[src/rtl/deconv_pkg.sv]
// Shared constants, width helpers and read-FSM encoding for the deconv weight column buffer.
package deconv_pkg;

  localparam int unsigned DefBitWidth   = 8;
  localparam int unsigned DefKernelSize = 5;
  localparam int unsigned DefNumChnl    = 2;
  localparam int unsigned DefLoopW      = 4;

  localparam int unsigned COL_W     = DefBitWidth * DefKernelSize;
  localparam int unsigned RAM_DEPTH = DefNumChnl * DefKernelSize;

  function automatic int unsigned clog2(input int unsigned value);
    int unsigned res;
    res = 0;
    for (int unsigned v = value - 1; v > 0; v = v >> 1) begin
      res = res + 1;
    end
    return res;
  endfunction

  // Index width that never collapses to zero bits.
  function automatic int unsigned idx_w(input int unsigned n);
    return (n > 1) ? clog2(n) : 1;
  endfunction

  typedef enum logic [0:0] {
    RWait = 1'b0,
    RRun  = 1'b1
  } rd_state_e;

endpackage

[src/rtl/weight_col_ram.sv]
// One-write/one-read column RAM with a registered read port.
// Read data holds its value while re_i is low and clears on reset.
module weight_col_ram #(
  parameter int unsigned Width = deconv_pkg::COL_W,
  parameter int unsigned Depth = deconv_pkg::RAM_DEPTH,
  parameter int unsigned AddrW = deconv_pkg::idx_w(Depth)
) (
  input  logic             clk_i,
  input  logic             rst_i,
  input  logic             we_i,
  input  logic [AddrW-1:0] waddr_i,
  input  logic [Width-1:0] wdata_i,
  input  logic             re_i,
  input  logic [AddrW-1:0] raddr_i,
  output logic [Width-1:0] rdata_o
);

  logic [Width-1:0] mem_q [Depth];
  logic [Width-1:0] rdata_q;

  always_ff @(posedge clk_i) begin
    if (we_i) begin
      mem_q[waddr_i] <= wdata_i;
    end
  end

  always_ff @(posedge clk_i) begin
    if (rst_i) begin
      rdata_q <= '0;
    end else if (re_i) begin
      rdata_q <= mem_q[raddr_i];
    end
  end

  assign rdata_o = rdata_q;

endmodule

[src/rtl/weight_col_buffer_mc.sv]
// Multi-channel KxK weight buffer: byte-serial column packer, banked column RAM and a read FSM
// that replays each kernel i_loop_cnt times. Define FLIP_KERNEL_EN to export the rotated kernel.
module weight_col_buffer_mc #(
  parameter int unsigned BIT_WIDTH   = deconv_pkg::DefBitWidth,
  parameter int unsigned KERNEL_SIZE = deconv_pkg::DefKernelSize,
  parameter int unsigned NUM_CHNL    = deconv_pkg::DefNumChnl,
  parameter int unsigned LOOP_W      = deconv_pkg::DefLoopW
) (
  input  logic                                   i_clk,
  input  logic                                   i_rst,
  input  logic                                   i_wr_en,
  input  logic [BIT_WIDTH-1:0]                   i_wr_data,
  output logic                                   o_wr_ready,
  output logic                                   o_full,
  output logic                                   o_empty,
  output logic                                   o_wr_err,
  input  logic [LOOP_W-1:0]                      i_loop_cnt,
  input  logic                                   i_rd_col,
  input  logic                                   i_flush,
  output logic [BIT_WIDTH*KERNEL_SIZE-1:0]       o_col_data,
  output logic                                   o_col_valid,
  output logic                                   o_chnl_done,
  output logic [deconv_pkg::idx_w(NUM_CHNL)-1:0] o_chnl_idx
);
  import deconv_pkg::*;

  localparam int unsigned K        = KERNEL_SIZE;
  localparam int unsigned ColW     = BIT_WIDTH * K;
  localparam int unsigned RamDepth = NUM_CHNL * K;
  localparam int unsigned AddrW    = idx_w(RamDepth);
  localparam int unsigned IdxW     = idx_w(NUM_CHNL);
  localparam int unsigned RowW     = idx_w(K);
  localparam int unsigned CntW     = clog2(NUM_CHNL + 1);

  logic [ColW-1:0]     wr_col_q, wr_col_d, col_wdata;
  logic [RowW-1:0]     wr_row_q, wr_row_d, wr_cnum_q, wr_cnum_d;
  logic [IdxW-1:0]     wr_bank_q, wr_bank_d;
  logic                wr_err_q, wr_err_d;
  logic [NUM_CHNL-1:0] loaded_q, loaded_d;
  logic [CntW-1:0]     cnt_q, cnt_d;

  rd_state_e           state_q, state_d;
  logic [IdxW-1:0]     rd_bank_q, rd_bank_d;
  logic [RowW-1:0]     rcol_q, rcol_d, rd_phys;
  logic [LOOP_W-1:0]   pass_q, pass_d, passes_q, passes_d, loop_eff, passes_eff;
  logic                col_valid_q, chnl_done_q;

  logic                wr_accept, ram_we, load;
  logic                rd_accept, rd_flush, rd_final, rd_free, first_col, last_col;
  logic [AddrW-1:0]    ram_waddr, ram_raddr;
  logic [ColW-1:0]     ram_rdata;

  // Write packer: word w lands in row w%K of column w/K of the current write bank.
  always_comb begin
    wr_accept = i_wr_en & ~o_full;
    col_wdata = wr_col_q;
    col_wdata[wr_row_q * BIT_WIDTH +: BIT_WIDTH] = i_wr_data;
    ram_we    = wr_accept && (wr_row_q == RowW'(K - 1));
    load      = ram_we && (wr_cnum_q == RowW'(K - 1));
    ram_waddr = AddrW'(wr_bank_q * K + wr_cnum_q);
    wr_col_d  = wr_accept ? col_wdata : wr_col_q;
    wr_row_d  = wr_row_q;
    wr_cnum_d = wr_cnum_q;
    wr_bank_d = wr_bank_q;
    wr_err_d  = wr_err_q | (i_wr_en & o_full);
    if (wr_accept) begin
      wr_row_d = ram_we ? '0 : wr_row_q + RowW'(1);
    end
    if (ram_we) begin
      wr_cnum_d = load ? '0 : wr_cnum_q + RowW'(1);
    end
    if (load) begin
      wr_bank_d = (wr_bank_q == IdxW'(NUM_CHNL - 1)) ? '0 : wr_bank_q + IdxW'(1);
    end
  end

  always_ff @(posedge i_clk) begin
    if (i_rst) begin
      state_q <= RWait;
    end else begin
      state_q <= state_d;
    end
  end

  always_comb begin
    state_d = state_q;
    unique case (state_q)
      RWait: if (loaded_q[rd_bank_q]) state_d = RRun;
      RRun:  if (rd_free) state_d = RWait;
    endcase
  end

  always_comb begin
    rd_flush  = (state_q == RRun) && i_flush;
    rd_accept = (state_q == RRun) && i_rd_col && !i_flush;
  end

  // Pass count is taken from i_loop_cnt on the first column of a channel, 0 meaning 1.
  always_comb begin
    first_col  = (rcol_q == '0) && (pass_q == '0);
    last_col   = (rcol_q == RowW'(K - 1));
    loop_eff   = (i_loop_cnt == '0) ? LOOP_W'(1) : i_loop_cnt;
    passes_eff = first_col ? loop_eff : passes_q;
    rd_final   = rd_accept && last_col && (pass_q == passes_eff - LOOP_W'(1));
    rd_free    = rd_flush || rd_final;
`ifdef FLIP_KERNEL_EN
    rd_phys    = RowW'(K - 1) - rcol_q;
`else
    rd_phys    = rcol_q;
`endif
    ram_raddr  = AddrW'(rd_bank_q * K + rd_phys);
    rcol_d     = rcol_q;
    pass_d     = pass_q;
    passes_d   = (rd_accept && first_col) ? loop_eff : passes_q;
    rd_bank_d  = rd_bank_q;
    if (rd_free) begin
      rcol_d    = '0;
      pass_d    = '0;
      rd_bank_d = (rd_bank_q == IdxW'(NUM_CHNL - 1)) ? '0 : rd_bank_q + IdxW'(1);
    end else if (rd_accept) begin
      if (last_col) begin
        rcol_d = '0;
        pass_d = pass_q + LOOP_W'(1);
      end else begin
        rcol_d = rcol_q + RowW'(1);
      end
    end
  end

  // Free and load always target different banks, so both updates apply.
  always_comb begin
    loaded_d = loaded_q;
    if (rd_free) loaded_d[rd_bank_q] = 1'b0;
    if (load) loaded_d[wr_bank_q] = 1'b1;
    cnt_d = cnt_q + CntW'(load) - CntW'(rd_free);
  end

  always_ff @(posedge i_clk) begin
    if (i_rst) begin
      wr_col_q    <= '0;
      wr_row_q    <= '0;
      wr_cnum_q   <= '0;
      wr_bank_q   <= '0;
      wr_err_q    <= 1'b0;
      loaded_q    <= '0;
      cnt_q       <= '0;
      rd_bank_q   <= '0;
      rcol_q      <= '0;
      pass_q      <= '0;
      passes_q    <= '0;
      col_valid_q <= 1'b0;
      chnl_done_q <= 1'b0;
    end else begin
      wr_col_q    <= wr_col_d;
      wr_row_q    <= wr_row_d;
      wr_cnum_q   <= wr_cnum_d;
      wr_bank_q   <= wr_bank_d;
      wr_err_q    <= wr_err_d;
      loaded_q    <= loaded_d;
      cnt_q       <= cnt_d;
      rd_bank_q   <= rd_bank_d;
      rcol_q      <= rcol_d;
      pass_q      <= pass_d;
      passes_q    <= passes_d;
      col_valid_q <= rd_accept;
      chnl_done_q <= rd_free;
    end
  end

  weight_col_ram #(
    .Width (ColW),
    .Depth (RamDepth),
    .AddrW (AddrW)
  ) u_ram (
    .clk_i   (i_clk),
    .rst_i   (i_rst),
    .we_i    (ram_we),
    .waddr_i (ram_waddr),
    .wdata_i (col_wdata),
    .re_i    (rd_accept),
    .raddr_i (ram_raddr),
    .rdata_o (ram_rdata)
  );

  always_comb begin
    o_col_data = '0;
`ifdef FLIP_KERNEL_EN
    for (int unsigned r = 0; r < K; r++) begin
      o_col_data[r * BIT_WIDTH +: BIT_WIDTH] = ram_rdata[(K - 1 - r) * BIT_WIDTH +: BIT_WIDTH];
    end
`else
    o_col_data = ram_rdata;
`endif
  end

  assign o_full      = (cnt_q == CntW'(NUM_CHNL));
  assign o_empty     = (cnt_q == '0);
  assign o_wr_ready  = ~o_full;
  assign o_wr_err    = wr_err_q;
  assign o_col_valid = col_valid_q;
  assign o_chnl_done = chnl_done_q;
  assign o_chnl_idx  = rd_bank_q;

endmodule

[config.mk]
export PLATFORM = sky130hd
export DESIGN_NAME = weight_col_buffer_mc
export DESIGN_NICKNAME = d
export VERILOG_FILES = /design/src/rtl/deconv_pkg.sv /design/src/rtl/weight_col_ram.sv /design/src/rtl/weight_col_buffer_mc.sv
export SDC_FILE = /design/constraint.sdc
export NUM_CORES = 1
export LEC_CHECK = 0
export BUFFER_PORTS_ARGS = -buffer_cell sky130_fd_sc_hd__buf_2
export CAP_MARGIN = 20
export CORE_MARGIN = 2
export CORE_UTILIZATION = 55
export CTS_CLUSTER_SIZE = 20
export DETAILED_ROUTE_END_ITERATION = 10
export PLACE_DENSITY = 0.84
export SLEW_MARGIN = 15
export SYNTH_ARGS = -nofsm -noshare
export SYNTH_HDL_FRONTEND = slang
export SYNTH_HIERARCHICAL = 1
export SYNTH_SLANG_ARGS = --single-unit
[constraint.sdc]
create_clock -name i_clk -period 5.2 [get_ports i_clk]
set_input_delay 1.04 -clock i_clk [delete_from_list [all_inputs] [get_ports i_clk]]
set_output_delay 1.04 -clock i_clk [all_outputs]
set_load 0.1 [all_outputs]
==> results by group, run 1 <==
Final layout
  – Post-Route Utilization: a little over three fifths
  – Layout cells sized above 1: between 10% and 20%
  – Fin area: 0.0229 mm²
  – Synth-to-layout area growth: 11.8%
  – Layout Nets: between 1.5k and 2k

Setup path
  – Data required, critical path: ~5.6 ns
  – Cell depth of the worst flop-to-flop path: 17
  – Crit path from: rcol_q[0]
  – Setup slack, reg-to-reg: around 1.7 ns
  – Critical path launch point type: register
  – Element type at the critical path end: register
  – Reg-to-Reg Start: rcol_q[0]
  – CP dominant cell by count: ha_1
  – Worst-path cell chain: inv_1 -> ha_1 -> nand4bb_4 -> nand2b_4 -> mux2i_2 -> ha_1 -> xor2_1 -> or3_4 -> a221oi_4 -> a21boi_2 -> inv_1 -> ha_1 -> inv_1 -> ha_1 -> xor2_1 -> xnor2_1 -> nor2_1
  – Setup Crit Path Kind: register to register
  – Crit-path max FO: 9
  – CP Buf/Inv Count: 3
  – Slowest stage delay, CP: ~0.40 ns
  – Crit path max-delay family: adder cells
  – Reg-to-reg endpoint: cnt_q[1]
  – Slowest cell on crit path: dfxtp_1
  – Crit path DAT: 3.94 ns

Floorplanning
  – Core ar.: between 0.03 and 0.04 mm²
  – Die area: around 0.039 mm²
  – Die width: slightly below 200 µm
  – Die Span Y: roughly 200 µm
  – Starting Density: 55.9%
  – I/O Pins: between 60 and 70
  – Rows: 70

Pwr
  – Pint: about 6400 µW
  – Clk network pwr share: 42.5%
  – Sequential Power Share: 55.3%
  – Total power draw: 7930 µW
  – Leak Pwr: a little over 0.007 µW
  – Max VDD drop: between 0.2 and 0.25 mV
  – Power density cells: around 350 mW/mm²
  – Comb power frac: 2.2%
  – Psw: about 1600 µW
  – Sw Ratio: around a fifth

Yosys
  – Synth Area in Adders: under 10%
  – Share of the synthesized area in the top cell type: roughly 60%
  – Synth Flop Type: edfxtp_1
  – Netlist Area Pre-Place: 0.0205 mm²
  – Seq/Total Area, Yosys: 69.0%
  – Library cells used by synthesis: 50
  – Synth area leaders: edfxtp_1 59%, dfxtp_1 10%, mux2i_1 9.9%
  – Number of synthesized flops with an enable pin: 400
  – Synthesized instance count: 1,469
  – Synth top cells by count: 400 x edfxtp_1, 203 x mux2i_1, 133 x nand2_1, 115 x nor2_1, 107 x dfxtp_1
  – Yosys warns: 6
  – Largest family of logic cells by synthesized area: multiplexers
  – Simple-gate share of the synthesized area: between 8 and 9%
  – Asr flop ratio synth: 0%
  – Mux cell area share after synthesis: between 10% and 20%
  – Top-count cell post-synth: edfxtp_1
  – Synth Area in XOR/XNOR: 0.555%
  – Mapped Nets: between 1.5k and 2k
  – Post-synthesis register bit count: 507
  – Post-synth top area cell: edfxtp_1
  – Compound-Gate Fraction of Synth Area: 6.97%
  – Syn_area_per_cell: ~14 µm²

Global route
  – M2 GR Usage: around two fifths
  – GRT Resource Usage Total: around a quarter
  – Met3 Usage GRT: between 3 and 4%
  – First-pass GRT wire length: between 70,000 and 80,000 µm
  – Met1 Use GR: between 20% and 30%
  – Top Usage Layer GRT: met2
  – Largest net degree at the start of global routing: slightly above 80
  – Vias in the first global route: about 13k
  – Antenna violations before repair: 2
  – Grt total ovfl: 0

Hold path
  – Worst Hold Launch: wr_col_q[29]
  – Hold Path End: wr_col_q[29]
  – HP Class: register to register
  – Hold Path Stages: 2

Routing
  – Final wirelength: roughly 46,000 µm
  – Routed via count: ~13k
  – TritonRoute pass-1 iters: 6
  – Wire per inst: ~23 µm
  – Post-route DRC: 0
  – DRT iter0 DRCs: 1,428
  – Routed vias/inst: around 6.2
  – Final ANT Viol Nets: 0

STA
  – Fmax: around 280 MHz
  – Setup TNS: 0 ns
  – Setup violators final: 0
  – Clock Skews: roughly 0.021 ns
  – Min Clock Period, post-route: 3.54 ns
  – Final hold viol count: 0
  – Tightest Pin Transition: 1.11 ns
  – Worst rel slew slack: about a quarter
  – Period utilization: between 60% and 70%
  – Max-slew violation count: 0
  – RSZ-0062 raised after global routing: false

CTS
  – Clock sink count: between 500 and 600
  – Maximum buffer depth of the clock tree: 3
  – Clock Latency Late Sink: between 0.5 and 0.6 ns
  – CTS tree: yes
  – CTS resizes: 0
  – CTS Hold Buffers Added: 0
  – Num CTS Buffers: between 40 and 50
  – CTS Root Buffer Type: clkbuf_16
  – Clock-pin slew on the worst setup and hold paths: about 0.06 ns
  – Number of post-CTS setup repair buffers: 0
  – CTS H-Tree Depth: 2

Run status
  – Status: complete, no violations

Placement
  – Detailed Place HPWL: approximately 26,000 µm
  – Routability congestion estimate: 0.819
  – Port buffer count: 63
  – DP Area: approximately 0.021 mm²

Job
  – Max-cap violations: 0
## registers in the layout (all words and copies together) (netlist names)
signal         cells
cnt_q              2
loaded_q           2
o_chnl_done        1
o_chnl_idx         1
o_col_valid        1
o_wr_err           1
pass_q             4
passes_q           4
rcol_q             3
state_q            1
u_ram/mem_q      400
u_ram/rdata_o     40
wr_bank_q          1
wr_cnum_q          3
wr_col_q          40
wr_row_q           3
## metal layers
metal / part of all wire, % / vias up
met5: 0.024 / -
met4: 3.2 / 2
met3: 8.0 / 119
met2: 50 / 612
met1: 39 / 6224
li1: - / 5609
## power by group through the flow
stage	Sequential [µW]	Clock [µW]	Combinational, µW
after floorplan	4460	0	109
after global placement	4470	0	158
after detailed placement	4470	0	169
after CTS	4380	3400	169
after global routing	4380	3550	183
final	4380	3370	171
## layout by cell type, fill, tap and decap left out, types with 3 or more instances in the layout
cell	count
edfxtp_1	400
o21ai_0	57
dfxtp_1	107
nor3_1	25
buf_12	8
nor2_1	107
ha_1	20
nand3b_1	7
mux2i_1	203
mux2_2	17
nor2_4	8
xnor2_1	8
clkbuf_8	4
buf_2	66
clkbuf_1	16
xor2_1	5
inv_1	17
a31oi_1	41
buf_4	22
nand3_1	13
nand2_1	133
nor3_2	43
a21oi_1	76
o21ai_1	15
bufinv_16	3
a22oi_1	40
clkinv_1	6
and2_1	3
clkbuf_16	49
clkinv_2	9
nor2b_1	4
nand2b_1	4
## area by class of cell
cell class / instances / area [µm²]
flip-flops and latches: 507 / 14200
diodes: 2 / 5.00
multi-input cells: 860 / 5970
clock buffers: 69 / 1340
clock inverters: 19 / 166
inverters: 18 / 67.6
repair buffers: 97 / 661
well taps: 468 / 586
fillers: 2526 / 13700
## worst max path at each step
| stage | to | cells after the start | slack, ns |
|---|---|---|---|
| after detailed placement | cnt_q[1] | 16 | 1.39 |
| after global routing | cnt_q[1] | 17 | 1.41 |
| after CTS | cnt_q[1] | 17 | 1.66 |
| final | cnt_q[1] | 17 | 1.66 |
| after global placement | cnt_q[1] | 16 | 1.42 |
| after floorplan | u_ram/mem_q[4][0] | 7 | 0.05 |
## kinds of logic after synthesis
family                   after synthesis
AO/OA/AOI/OAI                        242
XOR/XNOR                              13
adder cells (fa/ha/maj)               21
buffers and inverters                102
flip-flops                           507
multiplexers                         222
AND/OR/NAND/NOR                      362
## metrics by stage
| stage | hold slack, ns | std cells | setup slack (ns) |
|---|---|---|---|
| after floorplan | 0.437 | 1469 | 0.0501 |
| after global placement | 0.442 | 1942 | 1.42 |
| final | 0.462 | 2040 | 1.66 |
| after detailed placement | 0.447 | 1943 | 1.39 |
| after CTS | 0.458 | 2031 | 1.66 |
| after global routing | 0.485 | 2038 | 1.41 |
## worst reg2reg max path, stage by stage (launching register included)
cell	delay, ns
dfxtp_1	0.40
inv_1	0.09
ha_1	0.26
nand4bb_4	0.13
nand2b_4	0.20
mux2i_2	0.30
ha_1	0.21
xor2_1	0.08
or3_4	0.35
a221oi_4	0.36
a21boi_2	0.14
inv_1	0.07
ha_1	0.21
inv_1	0.06
ha_1	0.15
xor2_1	0.18
xnor2_1	0.14
nor2_1	0.05
(Power assumes the default switching activity.)
==> run 2: changes to the inputs <==
Settings changed: PLACE_DENSITY 0.84 to 0.81.
Clock period 5.2 ns to 3.5 ns, I/O delays scaled along.
==> results by group, run 2 (synthesis results as in run 1) <==
CTS
  – Num CTS Buffers: 50 (+2.0%)
  – Clock-pin slew on the worst setup and hold paths: 0.06 ns (about the same)
  – CTS tree: yes
  – CTS Root Buffer Type: clkbuf_16
  – CTS Hold Buffers Added: 0 (unchanged)
  – Maximum buffer depth of the clock tree: 3 (unchanged)
  – CTS H-Tree Depth: 2 (unchanged)
  – Clock sink count: 507 (unchanged)
  – Clock Latency Late Sink: 0.56 ns (about the same)

Setup path
  – Crit-path max FO: 5 (-4)
  – Critical path launch point type: register
  – Element type at the critical path end: register
  – Data required, critical path: 3.93 ns (-1.67 ns)
  – Setup Crit Path Kind: register to register
  – Crit path DAT: 3.74 ns (-0.20 ns)
  – Cell depth of the worst flop-to-flop path: 17 (unchanged)

Hold path
  – Hold Path Stages: 3 (+1)
  – HP Class: input port to register

Final layout
  – Combined area of the multi-input logic cells: 0.00603 mm² (+0.96%)
  – Layout Nets: 1,589 (+1.1%)
  – Top reg by flops: u_ram/mem_q
  – Synth-to-layout area growth: 14.1%
  – Commonest non-fill, non-tap cell in the layout: edfxtp_1
  – FILL cells: 2,530 (+0.16%)
  – Commonest non-fill, non-tap cells in the layout: 400 x edfxtp_1, 203 x mux2i_1, 133 x nand2_1, 107 x nor2_1, 104 x dfxtp_1
  – Layout cells sized above 1: 18.0% (+2.2 points)
  – Register Area: 0.0142 mm² (about the same)
  – Fin area: 0.0234 mm² (+2.1%)
  – Max FFs per register: 400 (unchanged)
  – Post-Route Utilization: 63.8% (+1.3 points)

Routing
  – Wire per inst: 22.3 µm (-1.5%)
  – TritonRoute pass-1 iters: 5 (-1)
  – Routed vias/inst: 6.08 (-1.3%)
  – WL met3: 3840 µm (+3.4%)
  – DRT iter0 DRCs: 1,254 (-12%)
  – Final wirelength: 46,000 µm (-0.46%)
  – Post-route DRC: 0 (unchanged)
  – Top layer in use: met4
  – Post-Route M1 WL: 18,200 µm (+1.3%)
  – Routed via count: 12.5k (-0.19%)
  – Final ANT Viol Nets: 0 (unchanged)
  – Met2 Routed Length: 22,600 µm (-2.0%)

STA
  – Final hold viol count: 0 (unchanged)
  – Max-slew violation count: 0 (unchanged)
  – Tightest Pin Transition: 0.981 ns (-0.127 ns)
  – RSZ-0062 raised after global routing: false
  – Worst rel slew slack: 33.9% (+8.6 points)
  – Min Clock Period, post-route: 3.31 ns (-0.226 ns)
  – Fmax: 302 MHz (+6.8%)
  – Setup TNS: 0 ns (unchanged)
  – Clock Skews: 0.0147 ns (-0.00620 ns)
  – Setup violators final: 0 (unchanged)
  – Period utilization: 94.6% (+27 points)
  – Hold Slack: 0.397 ns (-0.0641 ns)

Placement
  – Routability congestion estimate: 0.833 (+1.7%)
  – Port buffer count: 63 (unchanged)
  – Detailed Place HPWL: 25,100 µm (-3.6%)
  – DP Area: 0.0217 mm² (+1.4%)

Floorplanning
  – Die area: 0.0389 mm² (unchanged)
  – Rows: 70 (unchanged)
  – I/O Pins: 64 (unchanged)
  – Die Span Y: 197 µm (unchanged)
  – Core ar.: 0.0367 mm² (unchanged)
  – Starting Density: 55.9% (unchanged)
  – Die width: 197 µm (unchanged)

Pwr
  – Max VDD drop: 0.388 mV (+75%)
  – Leak Pwr: 0.00731 µW (+2.5%)
  – Total power draw: 12,100 µW (+53%)
  – Power density cells: 518 mW/mm² (+50%)

Global route
  – GRT Resource Usage Total: 23.9% (+0.39 points)
  – Antenna violations before repair: 1 (-1)
  – Vias in the first global route: 12.7k (+1.3%)
  – Largest net degree at the start of global routing: 87 (+6.1%)
  – First-pass GRT wire length: 70,900 µm (+1.1%)
  – Grt total ovfl: 0 (unchanged)

Run status
  – Status: complete, no violations

Job
  – Max-cap violations: 0 (unchanged)
[run 2: area by class of cell]
cell class / count / area share (%)
flip-flops and latches: 507 / 60.4
multi-input cells: 861 / 25.7
clock buffers: 67 / 5.93
repair buffers: 113 / 3.91
well taps: 468 / 2.50
clock inverters: 27 / 1.18
inverters: 18 / 0.288
diodes: 1 / 0.0107
[run 2: metrics by stage]
step                setup WS (ns)  std cells
finish                      0.187       2062
global route             0.000179       2061
CTS                       0.00612       2056
detailed placement        -0.0195       1962
global placement            0.134       1962
floorplan                  -0.218       1469
[run 2: repair_timing]
action | CTS | global route
pin swaps | 1 | 2
setup endpoints to repair | 1 | 11
setup buffers | 0 | 2
gates resized for setup | 2 | 9
gates cloned | 0 | 1
hold endpoints to repair | 0 | 0
[run 2: final timing paths]
check / from / to / slack, ns
worst min-delay path: i_wr_en / o_wr_err / 0.40
worst max register to register: rcol_q[1] / cnt_q[1] / 0.19
worst max-delay path: rcol_q[1] / cnt_q[1] / 0.19
worst min register to register: wr_col_q[11] / wr_col_q[11] / 0.46
[run 2: critical path: stages (launching register included)]
cell and delay (ns):
dfxtp_2 0.35, inv_1 0.10, ha_4 0.17, nand4bb_4 0.15
nand2b_4 0.21, mux2i_4 0.21, ha_2 0.20, xor2_1 0.15
or3_4 0.35, a221oi_4 0.31, a21boi_2 0.11, inv_1 0.07
ha_1 0.22, inv_1 0.06, ha_2 0.18, xor2_2 0.16
xnor2_1 0.14, nor2_1 0.05
[run 2: metal layers]
metal,up-vias,GRT usage [%]
met4,0,8.94
met5,-,0
met1,6208,31.1
met2,579,40.2
li1,5638,-
met3,117,4.64
[run 2: where the power goes]
part | internal [µW] | leakage (µW) | switching [µW]
clock network | 3170 | 0.000815 | 2200
registers | 6500 | 0.00441 | 12.7
logic | 69.3 | 0.00209 | 184
total | 9730 | 0.00731 | 2390
